`config.mk`:
```
export PLATFORM = sky130hd
export DESIGN_NAME = mips32_mem_arbiter
export DESIGN_NICKNAME = d
export VERILOG_FILES = /design/src/rtl/mips32_arb_pkg.sv /design/src/rtl/mips32_arb_prio.sv /design/src/rtl/mips32_mem_arbiter.sv
export SDC_FILE = /design/constraint.sdc
export NUM_CORES = 1
export LEC_CHECK = 0
export ABC_CLOCK_PERIOD_IN_PS = 2220
export CAP_MARGIN = 10
export CORE_AREA = 5 5 114 116
export DETAILED_ROUTE_END_ITERATION = 6
export DIE_AREA = 0 0 119 121
export HOLD_SLACK_MARGIN = 0.15
export PLACE_DENSITY_LB_ADDON = 0.3
export SYNTH_ARGS = -nofsm -noshare
export SYNTH_HDL_FRONTEND = slang
export SYNTH_SLANG_ARGS = --single-unit
export TNS_END_PERCENT = 20
```
`constraint.sdc`:
```
create_clock -name clk1 -period 2.22 [get_ports clk1]
set_input_delay 0.444 -clock clk1 [delete_from_list [all_inputs] [get_ports clk1]]
set_output_delay 0.444 -clock clk1 [all_outputs]
set_load 0.01 [all_outputs]
```
`src/rtl/mips32_arb_pkg.sv`:
```
// Shared types and constants for the mips32 unified memory arbiter.
package mips32_arb_pkg;

  localparam int unsigned AW_DEF = 10;
  localparam int unsigned DW_DEF = 32;

  typedef enum logic [1:0] {
    BOOT = 2'd0,
    RUN  = 2'd1,
    HALT = 2'd2
  } state_e;

  typedef enum logic [1:0] {
    REQ_NONE = 2'd0,
    REQ_LD   = 2'd1,
    REQ_DM   = 2'd2,
    REQ_IF   = 2'd3
  } req_id_e;

  // Bit positions inside the one-hot grant vector
  localparam int unsigned GNT_W  = 3;
  localparam int unsigned GNT_LD = 0;
  localparam int unsigned GNT_DM = 1;
  localparam int unsigned GNT_IF = 2;

endpackage

```
`src/rtl/mips32_arb_prio.sv`:
```
// Mode-aware priority picker: LD outside RUN, DM over IF in RUN unless IF has aged out.
module mips32_arb_prio
  import mips32_arb_pkg::*;
(
  input  state_e           state_i,
  input  logic             ld_req_i,
  input  logic             dm_req_i,
  input  logic             if_req_i,
  input  logic             age_i,
  output logic [GNT_W-1:0] gnt_o
);

  always_comb begin
    gnt_o = '0;
    case (state_i)
      BOOT, HALT: begin
        if (ld_req_i) gnt_o[GNT_LD] = 1'b1;
      end
      RUN: begin
        if (if_req_i && (age_i || !dm_req_i)) gnt_o[GNT_IF] = 1'b1;
        else if (dm_req_i)                     gnt_o[GNT_DM] = 1'b1;
      end
      default: gnt_o = '0;
    endcase
  end

endmodule

```
`src/rtl/mips32_mem_arbiter.sv`:
```
// Single-port memory arbiter for IF/DM/LD with run-mode sequencing and fetch aging.
module mips32_mem_arbiter
  import mips32_arb_pkg::*;
#(
  parameter int unsigned AW       = AW_DEF,
  parameter int unsigned DW       = DW_DEF,
  parameter int unsigned MAX_WAIT = 3,
  parameter int unsigned CNT_W    = 16
) (
  input  logic             clk1,
  input  logic             rst,
  input  logic             start,
  input  logic             halt_in,
  input  logic             ld_req,
  input  logic             ld_we,
  input  logic [AW-1:0]    ld_addr,
  input  logic [DW-1:0]    ld_wdata,
  output logic             ld_gnt,
  output logic             ld_rvalid,
  output logic [DW-1:0]    ld_rdata,
  input  logic             if_req,
  input  logic [AW-1:0]    if_addr,
  output logic             if_gnt,
  output logic             if_rvalid,
  output logic [DW-1:0]    if_rdata,
  input  logic             dm_req,
  input  logic             dm_we,
  input  logic [AW-1:0]    dm_addr,
  input  logic [DW-1:0]    dm_wdata,
  output logic             dm_gnt,
  output logic             dm_rvalid,
  output logic [DW-1:0]    dm_rdata,
  output logic             mem_en,
  output logic             mem_we,
  output logic [AW-1:0]    mem_addr,
  output logic [DW-1:0]    mem_wdata,
  input  logic [DW-1:0]    mem_rdata,
  output logic             core_hold,
  output logic [1:0]       state,
  output logic [CNT_W-1:0] if_stall_cnt
);

  localparam int unsigned WAIT_W = $clog2(MAX_WAIT + 1);

  state_e            state_q;
  logic              core_hold_q;
  logic [WAIT_W-1:0] wait_cnt_q, wait_cnt_d;
  logic [CNT_W-1:0]  stall_cnt_q, stall_cnt_d;
  req_id_e           owner_q, owner_d;
  logic [GNT_W-1:0]  gnt_raw, gnt;
  logic              age;

  assign age = (wait_cnt_q == WAIT_W'(MAX_WAIT));

  mips32_arb_prio u_prio (
    .state_i  (state_q),
    .ld_req_i (ld_req),
    .dm_req_i (dm_req),
    .if_req_i (if_req),
    .age_i    (age),
    .gnt_o    (gnt_raw)
  );

  // No memory access may be launched while reset is being applied
  assign gnt    = rst ? '0 : gnt_raw;
  assign ld_gnt = gnt[GNT_LD];
  assign dm_gnt = gnt[GNT_DM];
  assign if_gnt = gnt[GNT_IF];
  assign mem_en = |gnt;

  always_comb begin
    mem_we    = 1'b0;
    mem_addr  = '0;
    mem_wdata = '0;
    if (gnt[GNT_LD]) begin
      mem_we    = ld_we;
      mem_addr  = ld_addr;
      mem_wdata = ld_wdata;
    end else if (gnt[GNT_DM]) begin
      mem_we    = dm_we;
      mem_addr  = dm_addr;
      mem_wdata = dm_wdata;
    end else if (gnt[GNT_IF]) begin
      mem_addr  = if_addr;
    end
  end

  // A read in flight when reset arrives is suppressed, not signalled
  assign ld_rvalid    = !rst && (owner_q == REQ_LD);
  assign dm_rvalid    = !rst && (owner_q == REQ_DM);
  assign if_rvalid    = !rst && (owner_q == REQ_IF);
  assign ld_rdata     = mem_rdata;
  assign dm_rdata     = mem_rdata;
  assign if_rdata     = mem_rdata;
  assign state        = state_q;
  assign core_hold    = core_hold_q;
  assign if_stall_cnt = stall_cnt_q;

  always_comb begin
    owner_d = REQ_NONE;
    if (gnt[GNT_LD] && !ld_we)      owner_d = REQ_LD;
    else if (gnt[GNT_DM] && !dm_we) owner_d = REQ_DM;
    else if (gnt[GNT_IF])           owner_d = REQ_IF;

    wait_cnt_d = wait_cnt_q;
    if (state_q != RUN || halt_in || gnt[GNT_IF]) wait_cnt_d = '0;
    else if (if_req && !age)                      wait_cnt_d = wait_cnt_q + WAIT_W'(1);

    stall_cnt_d = stall_cnt_q;
    if (state_q == RUN && if_req && !gnt[GNT_IF] && stall_cnt_q != '1)
      stall_cnt_d = stall_cnt_q + CNT_W'(1);
  end

  always_ff @(posedge clk1) begin
    if (rst) begin
      state_q     <= BOOT;
      core_hold_q <= 1'b1;
      wait_cnt_q  <= '0;
      stall_cnt_q <= '0;
      owner_q     <= REQ_NONE;
    end else begin
      wait_cnt_q  <= wait_cnt_d;
      stall_cnt_q <= stall_cnt_d;
      owner_q     <= owner_d;
      case (state_q)
        BOOT, HALT: begin
          if (start) begin
            state_q     <= RUN;
            core_hold_q <= 1'b0;
          end
        end
        RUN: begin
          if (halt_in) begin
            state_q     <= HALT;
            core_hold_q <= 1'b1;
          end
        end
        default: begin
          state_q     <= BOOT;
          core_hold_q <= 1'b1;
        end
      endcase
    end
  end

endmodule

```
Word-level counts from Yosys, hierarchy flattened
Index checks and enable logic that the tools add are counted.

Muxes and demuxes: 23. Divide/modulo/power cells: 0. Multipliers: 0. Shift operators: 0. Reductions and logical operators: 25. $lt $le $gt $ge: 0. Equality and inequality tests: 10. Bitwise operators: 0. Add/subtract/negate cells: 2.

Operator list (count): $mux W32 (2); $mux W10 (3); $add A16 B1 Y16 const B (1); $ne A16 B16 Y1 const B (1); $logic_and A1 B1 Y1 (10); $mux W1 (10); $mux W2 (5); $eq A2 B2 Y1 const B (4); $logic_not A1 Y1 (6); $reduce_or A2 Y1 (3); $eq A2 B1 Y1 const B (2); $ne A2 B2 Y1 const B (2); $pmux W2 S2 (1); $logic_or A1 B1 Y1 (3); $mux W3 (1); $reduce_or A3 Y1 (1); $add A2 B1 Y2 const B (1); $logic_not A2 Y1 (1); $ne A2 B1 Y1 const B (1); $pmux W1 S2 (1); $reduce_and A2 Y1 (1).

Register bits after elaboration: 23. ROM bits: 0. Memories kept: 0. Logic and storage cells: 66. Bits in latches: 0. Output and inout bits: 165. Input port bits: 135. RAM bits: 0.

Longest topological paths before layout
Gate-level depths: netlist of the first run.

Depth after elaboration: 9. Gate-level depth with buffers: 7.

By module
From an unflattened synthesis of the first run, not the netlist that was laid out.

Cells, all modules: 321. Area, all modules: 2501.1 um^2.

By module, submodules not included: mips32_mem_arbiter (area each 2466.1 um^2, cells each 315, times used 1); mips32_arb_prio (area each 35.0 um^2, cells each 6, times used 1).

Worst setup path before layout of the first run
No wires, ideal clock.

Kind: flip-flop to output port. Start point: register state_q[0], in the netlist state[0]. End point: output mem_addr[3]. Setup slack: 234 ps. Buffers on the path: 2. Arrival time: 1542 ps. Stages on the path, launching flop included: 7. Cells stage by stage: dfxtp_1 nor3b_1 and3_1 clkbuf_1 buf_2 a22o_1 a21o_1.

Cells in the longest elaborated chain, start to end: 6.

Ends and longest elaborated chain: start: declaration (RTL line mips32_mem_arbiter.sv:45) `state_e state_q;`; start signal: assignment (RTL line mips32_mem_arbiter.sv:116) `state_q <= BOOT;`; start signal: assignment (RTL line mips32_mem_arbiter.sv:128) `state_q <= RUN;`; start signal: assignment (RTL line mips32_mem_arbiter.sv:134) `state_q <= HALT;`; $eq A2 B1 Y1 (RTL line mips32_arb_prio.sv:15) `case (state_i)`; $mux W2 (RTL line mips32_arb_prio.sv:15); $mux W3 (RTL line mips32_mem_arbiter.sv:65) `assign gnt = rst ? '0 : gnt_raw;`; net if_gnt (RTL line mips32_mem_arbiter.sv:23) `output logic if_gnt,`; $mux W10 (RTL line mips32_mem_arbiter.sv:83) `end else if (gnt[GNT_IF]) begin`; $mux W10 (RTL line mips32_mem_arbiter.sv:79) `end else if (gnt[GNT_DM]) begin`; $mux W10 (RTL line mips32_mem_arbiter.sv:75) `if (gnt[GNT_LD]) begin`; end: declaration (RTL line mips32_mem_arbiter.sv:35) `output logic [AW-1:0] mem_addr,`.

The timed path passes the listed nets, and every way through them passes these cells.

Worst setup path in the final report of the first run
Start point: register state_q[1], in the netlist state[1]. End point: output mem_wdata[12].

Cells in the longest elaborated chain, start to end: 5.

Ends and longest elaborated chain: $eq A2 B1 Y1, or another cell as far along (RTL line mips32_arb_prio.sv:15); $mux W2 / $reduce_or A2 Y1 (equally long branches) (RTL line mips32_arb_prio.sv:15); $mux W3 (*) (RTL line mips32_mem_arbiter.sv:65); $mux W32 / $mux W3 (equally long branches) (RTL line mips32_mem_arbiter.sv:79, mips32_mem_arbiter.sv:65); $mux W32 (*) (RTL line mips32_mem_arbiter.sv:75); end: declaration (RTL line mips32_mem_arbiter.sv:36) `output logic [DW-1:0] mem_wdata,`.

Mark *: on every way between the ends. The rest lies on a longest branch, timed or not.

==> results of run 1 <==
==> per-layer routing <==
| layer | track usage (%) | vias up | share of wire (%) |
|---|---|---|---|
| met5 | 0 | - | 0 |
| met2 | 25.50 | 94 | 45 |
| li1 | - | 1243 | - |
| met1 | 23.48 | 1289 | 46 |
| met4 | 4.417 | 0 | 2.6 |
| met3 | 3.776 | 42 | 5.6 |
==> sequential cells by signal, indices dropped and copies added, names as in the netlist <==
| name | count |
|---|---|
| core_hold | 1 |
| if_stall_cnt | 16 |
| owner_q | 2 |
| state | 2 |
| wait_cnt_q | 2 |
==> final cells by class <==
type | count | area (um2)
fill | 1240 | 7717
timing repair buffer | 216 | 1997
multi-input combinational | 167 | 1348
sequential | 23 | 464.2
tap | 147 | 183.9
clock buffer | 3 | 75.07
inverter | 5 | 18.77
clock inverter | 1 | 7.507
==> layout by cell type, fill, tap and decap left out, drive strengths merged, types with 3 or more instances in the layout <==
cell type,count
mux2,7
a21o,11
nand2,10
nor4,3
o21ai,4
inv,5
dfxtp,23
a211oi,4
a22o,43
clkbuf,5
nor2,9
buf,89
o2111ai,3
o31ai,3
and3,3
nor2b,7
nand2b,4
a21oi,14
nand3,5
or4,3
clkdlybuf4s50,121
nand3b,5
nor3b,3
dlygate4sd2,4
nand4,5
==> worst min-delay path by stage <==
stage          slack, ns                          to                  startpoint  cells past startpoint
3_3_place_gp        0.46  wait_cnt_q[1]$_SDFFE_PP0P_  wait_cnt_q[1]$_SDFFE_PP0P_                      2
5_1_grt             0.51       state[1]$_SDFFE_PP0P_                         rst                      3
3_5_place_dp        0.49  wait_cnt_q[1]$_SDFFE_PP0P_  wait_cnt_q[1]$_SDFFE_PP0P_                      2
6_report            0.48  wait_cnt_q[1]$_SDFFE_PP0P_  wait_cnt_q[1]$_SDFFE_PP0P_                      2
4_1_cts             0.49  wait_cnt_q[1]$_SDFFE_PP0P_  wait_cnt_q[1]$_SDFFE_PP0P_                      2
2_1_floorplan       0.45  wait_cnt_q[1]$_SDFFE_PP0P_  wait_cnt_q[1]$_SDFFE_PP0P_                      2
==> through the flow <==
stage	power [mW]	TNS (ns)	std cells
CTS	1.371	-0.4568	561
global route	1.446	-2.063	562
floorplan	0.7593	0	308
detailed placement	0.9701	-32.12	546
global placement	0.9752	-31.25	546
finish	1.386	-0.07063	562
==> timing repair <==
item,4_1_cts,5_1_grt
endpoints found under the setup margin,50,48
gates resized for setup,189,41
setup buffers,9,2
gates cloned,2,1
pin swaps,2,13
==> power by group through the flow <==
stage / registers (mW) / clock network [mW] / logic [mW]
floorplan: 0.439 / 0 / 0.321
global placement: 0.435 / 0 / 0.540
detailed placement: 0.435 / 0 / 0.535
CTS: 0.426 / 0.421 / 0.525
global route: 0.428 / 0.441 / 0.577
finish: 0.427 / 0.414 / 0.545
==> worst max-delay path, stage by stage (launching register included) <==
cell,delay [ns]
dfxtp_1,0.33
nor3b_4,0.20
buf_6,0.14
nand2_4,0.05
a21oi_4,0.25
clkbuf_16,0.21
buf_6,0.10
a22o_1,0.13
buf_2,0.13
==> cells by family after synthesis <==
logic type               synth area share, %
buffers and inverters                  32.29
multiplexers                           3.631
flip-flops                             18.06
adder cells (fa/ha/maj)               0.9812
AO/OA/AOI/OAI                          27.77
AND/OR/NAND/NOR                        17.27
==> metrics, run 1 <==
vias in the first global route roughly 2.7k; full die area 0.01440 mm2; Synth Flop Type dfxtp_1; drt initial violations 106; Placer Congestion 0.8063; # port buffers around 170; #FFs+latches synth 23; Initial Utilization 21.59%; clock sinks 23; Max Clk Rate 0.4452 GHz; Overflow after GRT 0; global-route wire length before repair 18,060 um; H-Tree Depth 1; PwrDens 338.5 mW/mm2; worst r2r path cells 7; Static Leak roughly 1.8 nW; worst endpoint required time 1.78 ns; Slew Limit Fails 0; crit path kind flip-flop to output port; Die X 119 um; top-count cell post-synth buf_4; Final Hold Vio Count 0; post-route ant nets 0; hold buffer count at CTS 0; Worst EP arrival approximately 1.8 ns; Reg-to-Reg Start if_stall_cnt[0]$_SDFFE_PP0P_; max-cap violations 0; endpoints failing setup 7; n_diodes 0; die height between 100 and 150 um; Period minus WS final approximately 2.2 ns; r2r setup slk 0.15 ns; clock power share 29.9%; Final Skew 0.01118 ns; Setup WS post-layout -0.02608 ns; Finished Cell Area 0.004094 mm2; Final #Nets 553; worst hold path class flip-flop to flip-flop; Vias 2,668; Mapped Nets 445; site row count 40; GRT Total Usage 16.67%; Internal 0.9957 mW; Reg power frac 30.8%; Switching Power between 0.3 and 0.4 mW; Final Core Density 34.66%; Max transition margin 60.87%; maximum number of pins on one net before global-route repair 30; yosys warns 0; cell area after synthesis 0.002550 mm2; Remaining DRCs 0; Switching Share 28.16%; Initial DRT Pass Iterations 4; RR Endpoint if_stall_cnt[15]$_SDFFE_PP0P_; vias per cell 4.747; WL final 13,010 um; final period utilization 101.2%; Yosys cell types 47; P&R area growth vs syn 60.55%; most frequent cells after synthesis buf_4, a22o_1, dfxtp_1, a21oi_1, a21o_1; CP startpoint state[1]$_SDFFE_PP0P_; Min Hold Slack 0.4835 ns; combinational power share 39.3%; EDFF count, synth 0; post-synth top area cell buf_4; violated checks setup timing; critical path peak fanout 4; initial antenna violation count 0; maximum vdd drop 0.2629 mV; Max clock buf depth 2; RSZ-0062 raised after global routing true; Crit. End Element output port; Post-synth ARST share 0%; clk slew on worst S/H paths around 0.060 ns; Worst Max-Slew Pin Slew a little under 0.6 ns; DPL Wire Length 10,450 um; pre-CTS setup slack -0.7241 ns; crit path capture mem_wdata[12]; Mapped Cells 308; core area approximately 0.012 mm2; DP Area 0.003934 mm2; CTS tree built; outcome complete, but fails checks; sequential area share after synthesis 18.06%; clk_lat worst skew 0.26 ns; clock root cell clkbuf_16; top cells by area, synth buf_4, dfxtp_1, a22o_1, a21o_1, mux2_2; CP startpoint kind flip-flop; share of layout cells above drive strength 1 30.36%; CTS Buf Count 3; top-area cell type share of the netlist area 28.56%; syn_area_per_cell between 8 and 9 um2; I/O Pins 300; Wirelength per Cell 23.15 um
Note: power is estimated with default switching activity, not from simulation.
==> run 2, diff against run 1 <==
Settings changed: CORE_AREA 5 5 114 116 to 2 2 117 119.
==> run 2 against run 1 <==
Cell area fell by 1.5%. First-iteration DRC count rose by 30%. The flow now finishes without violations. Critical path type unchanged. Via count fell by 2.1%. Setup slack improved by 0.055 ns.
==> metrics, run 2 (same netlist as run 1, synthesis figures left out) <==
outcome complete, no violations; Remaining DRCs 0; Worst Max-Slew Pin Slew 0.6022 ns; Final Non-Filler Cells 588; critical path peak fanout 18; Period minus WS final 2.191 ns; Final #Nets roughly 550; max FFs per register 16; Initial Utilization about a fifth; Overflow after GRT 0; Placer Congestion 0.7788; worst endpoint required time around 1.8 ns; Max clock buf depth 2; CP startpoint kind flip-flop; Crit. End Element output port; post-route ant nets 0; placed cells 572; Final Skew 0.002638 ns; maximum vdd drop between 0.2 and 0.3 mV; FILL cells 1,370; Final Hold Vio Count 0; GRT Total Usage about 15%; PwrDens 331.3 mW/mm2; P&R area growth vs syn 58.10%; footprint of the multi-input gates 0.001365 mm2; I/O Pins 300; Max transition margin 59.43%; vias per cell 4.444; clock sinks 23; FF/Latch Area 465.4 um2; Die X 119 um; Worst EP arrival between 1.5 and 2 ns; Wirelength per Cell 20.14 um; most common cell after layout, fill and taps aside clkdlybuf4s50_1; worst hold path class flip-flop to flip-flop; WL final 11,840 um; crit path kind flip-flop to output port; CTS Buf Count 3; endpoints failing setup 0; RSZ-0062 raised after global routing true; CTS tree built; site row count 42; initial antenna violation count 6; DPL Wire Length slightly below 10,000 um; core area 0.01309 mm2; Static Leak between 1.5 and 2 nW; Final Core Density 30.81%; CP Cell Sequence nor3b_2, buf_4, nand2_4, a21oi_4, buf_6, buf_16, or3_1, buf_2; # port buffers 171; full die area 0.01440 mm2; drt initial violations 138; most frequent cells in the layout clkdlybuf4s50_1, buf_2, a22o_1; share of layout cells above drive strength 1 29.34%; hold buffer count at CTS 0; Slew Limit Fails 0; final period utilization 98.68%; Max stage delay on crit path 0.33 ns; Initial DRT Pass Iterations 4; Buf+Inv Stages, Crit Path 4; Tot Pwr between 1 and 1.5 mW; die height 121 um; global-route wire length before repair approximately 17,000 um; vias in the first global route 2,606; Slowest-stage cell, CP or3_1; clk_lat worst skew approximately 0.26 ns; clock root cell clkbuf_16; maximum number of pins on one net before global-route repair 31; H-Tree Depth 1; clk slew on worst S/H paths ~0.06 ns; max-cap violations 0; Vias around 2.6k; Max Clk Rate 0.4565 GHz; cell family with most CP delay buffers and inverters
==> run 2: cell count changes in the layout (fill, tap and decap cells not counted), sizes merged <==
cell and delta:
dlygate4sd2 +2, clkbuf -2, buf -7, diode +3
clkinv +1, clkinvlp -1, clkdlybuf4s15 +1
==> run 2: tightest hold or removal path, stage by stage, from the launching register on <==
cell and delay (ns):
dfxtp_2 0.33, nand2b_1 0.07, a21oi_1 0.06
==> run 2: layout make-up <==
cell class	instances	area share, %
Tap cell	176	5.462
Multi-Input combinational cell	167	33.86
Clock inverter	1	0.1241
Sequential cell	23	11.55
Antenna cell	3	0.1862
Clock buffer	3	1.862
Inverter	5	0.4655
Timing Repair Buffer	210	46.49
==> run 2: worst paths after layout <==
check / depth (start not counted) / slack, ns / startpoint / to
worst max-delay path: 8 / 0.03 / state[0]$_SDFFE_PP0P_ / mem_en
worst min register to register: 2 / 0.50 / wait_cnt_q[1]$_SDFFE_PP0P_ / wait_cnt_q[1]$_SDFFE_PP0P_
worst max register to register: 6 / 0.21 / wait_cnt_q[0]$_SDFFE_PP0P_ / if_stall_cnt[2]$_SDFFE_PP0P_
worst min-delay path: 2 / 0.50 / wait_cnt_q[1]$_SDFFE_PP0P_ / wait_cnt_q[1]$_SDFFE_PP0P_
==> run 2: repair_timing <==
| action | in CTS | in global routing |
|---|---|---|
| cloned | 1 | 0 |
| pin swaps | 7 | 7 |
| setup buffers | 9 | 1 |
| endpoints found under the setup margin | 50 | 30 |
| gates resized for setup | 190 | 18 |
==> run 2: metal layers <==
| metal | vias to the layer above | global-route usage (%) | part of all wire [%] |
|---|---|---|---|
| met5 | - | 0 | 0.32 |
| met4 | 6 | 2.158 | 0.84 |
| met3 | 27 | 5.733 | 9.1 |
| met2 | 130 | 24.86 | 47 |
| met1 | 1219 | 20.30 | 43 |
| li1 | 1231 | - | - |
==> run 2: where the power goes <==
part           total (mW)  leakage (nW)  internal, mW  switching, mW
logic               0.504          1.52         0.311          0.193
clock network       0.406        0.0409         0.243          0.163
registers           0.426         0.188         0.420        0.00591
==> run 2: metrics by stage <==
stage	worst slack [ns]	cell area, um2	setup TNS [ns]	hold slack (ns)
6_report	0.02937	4031	0	0.4966
5_1_grt	-0.03466	4029	-0.1859	0.5112
4_1_cts	-0.03288	4019	-0.03288	0.5071
3_5_place_dp	-0.7449	3961	-33.44	0.4954
3_3_place_gp	-0.7885	3961	-33.57	0.4584
2_1_floorplan	0.2341	2550	0	0.4490
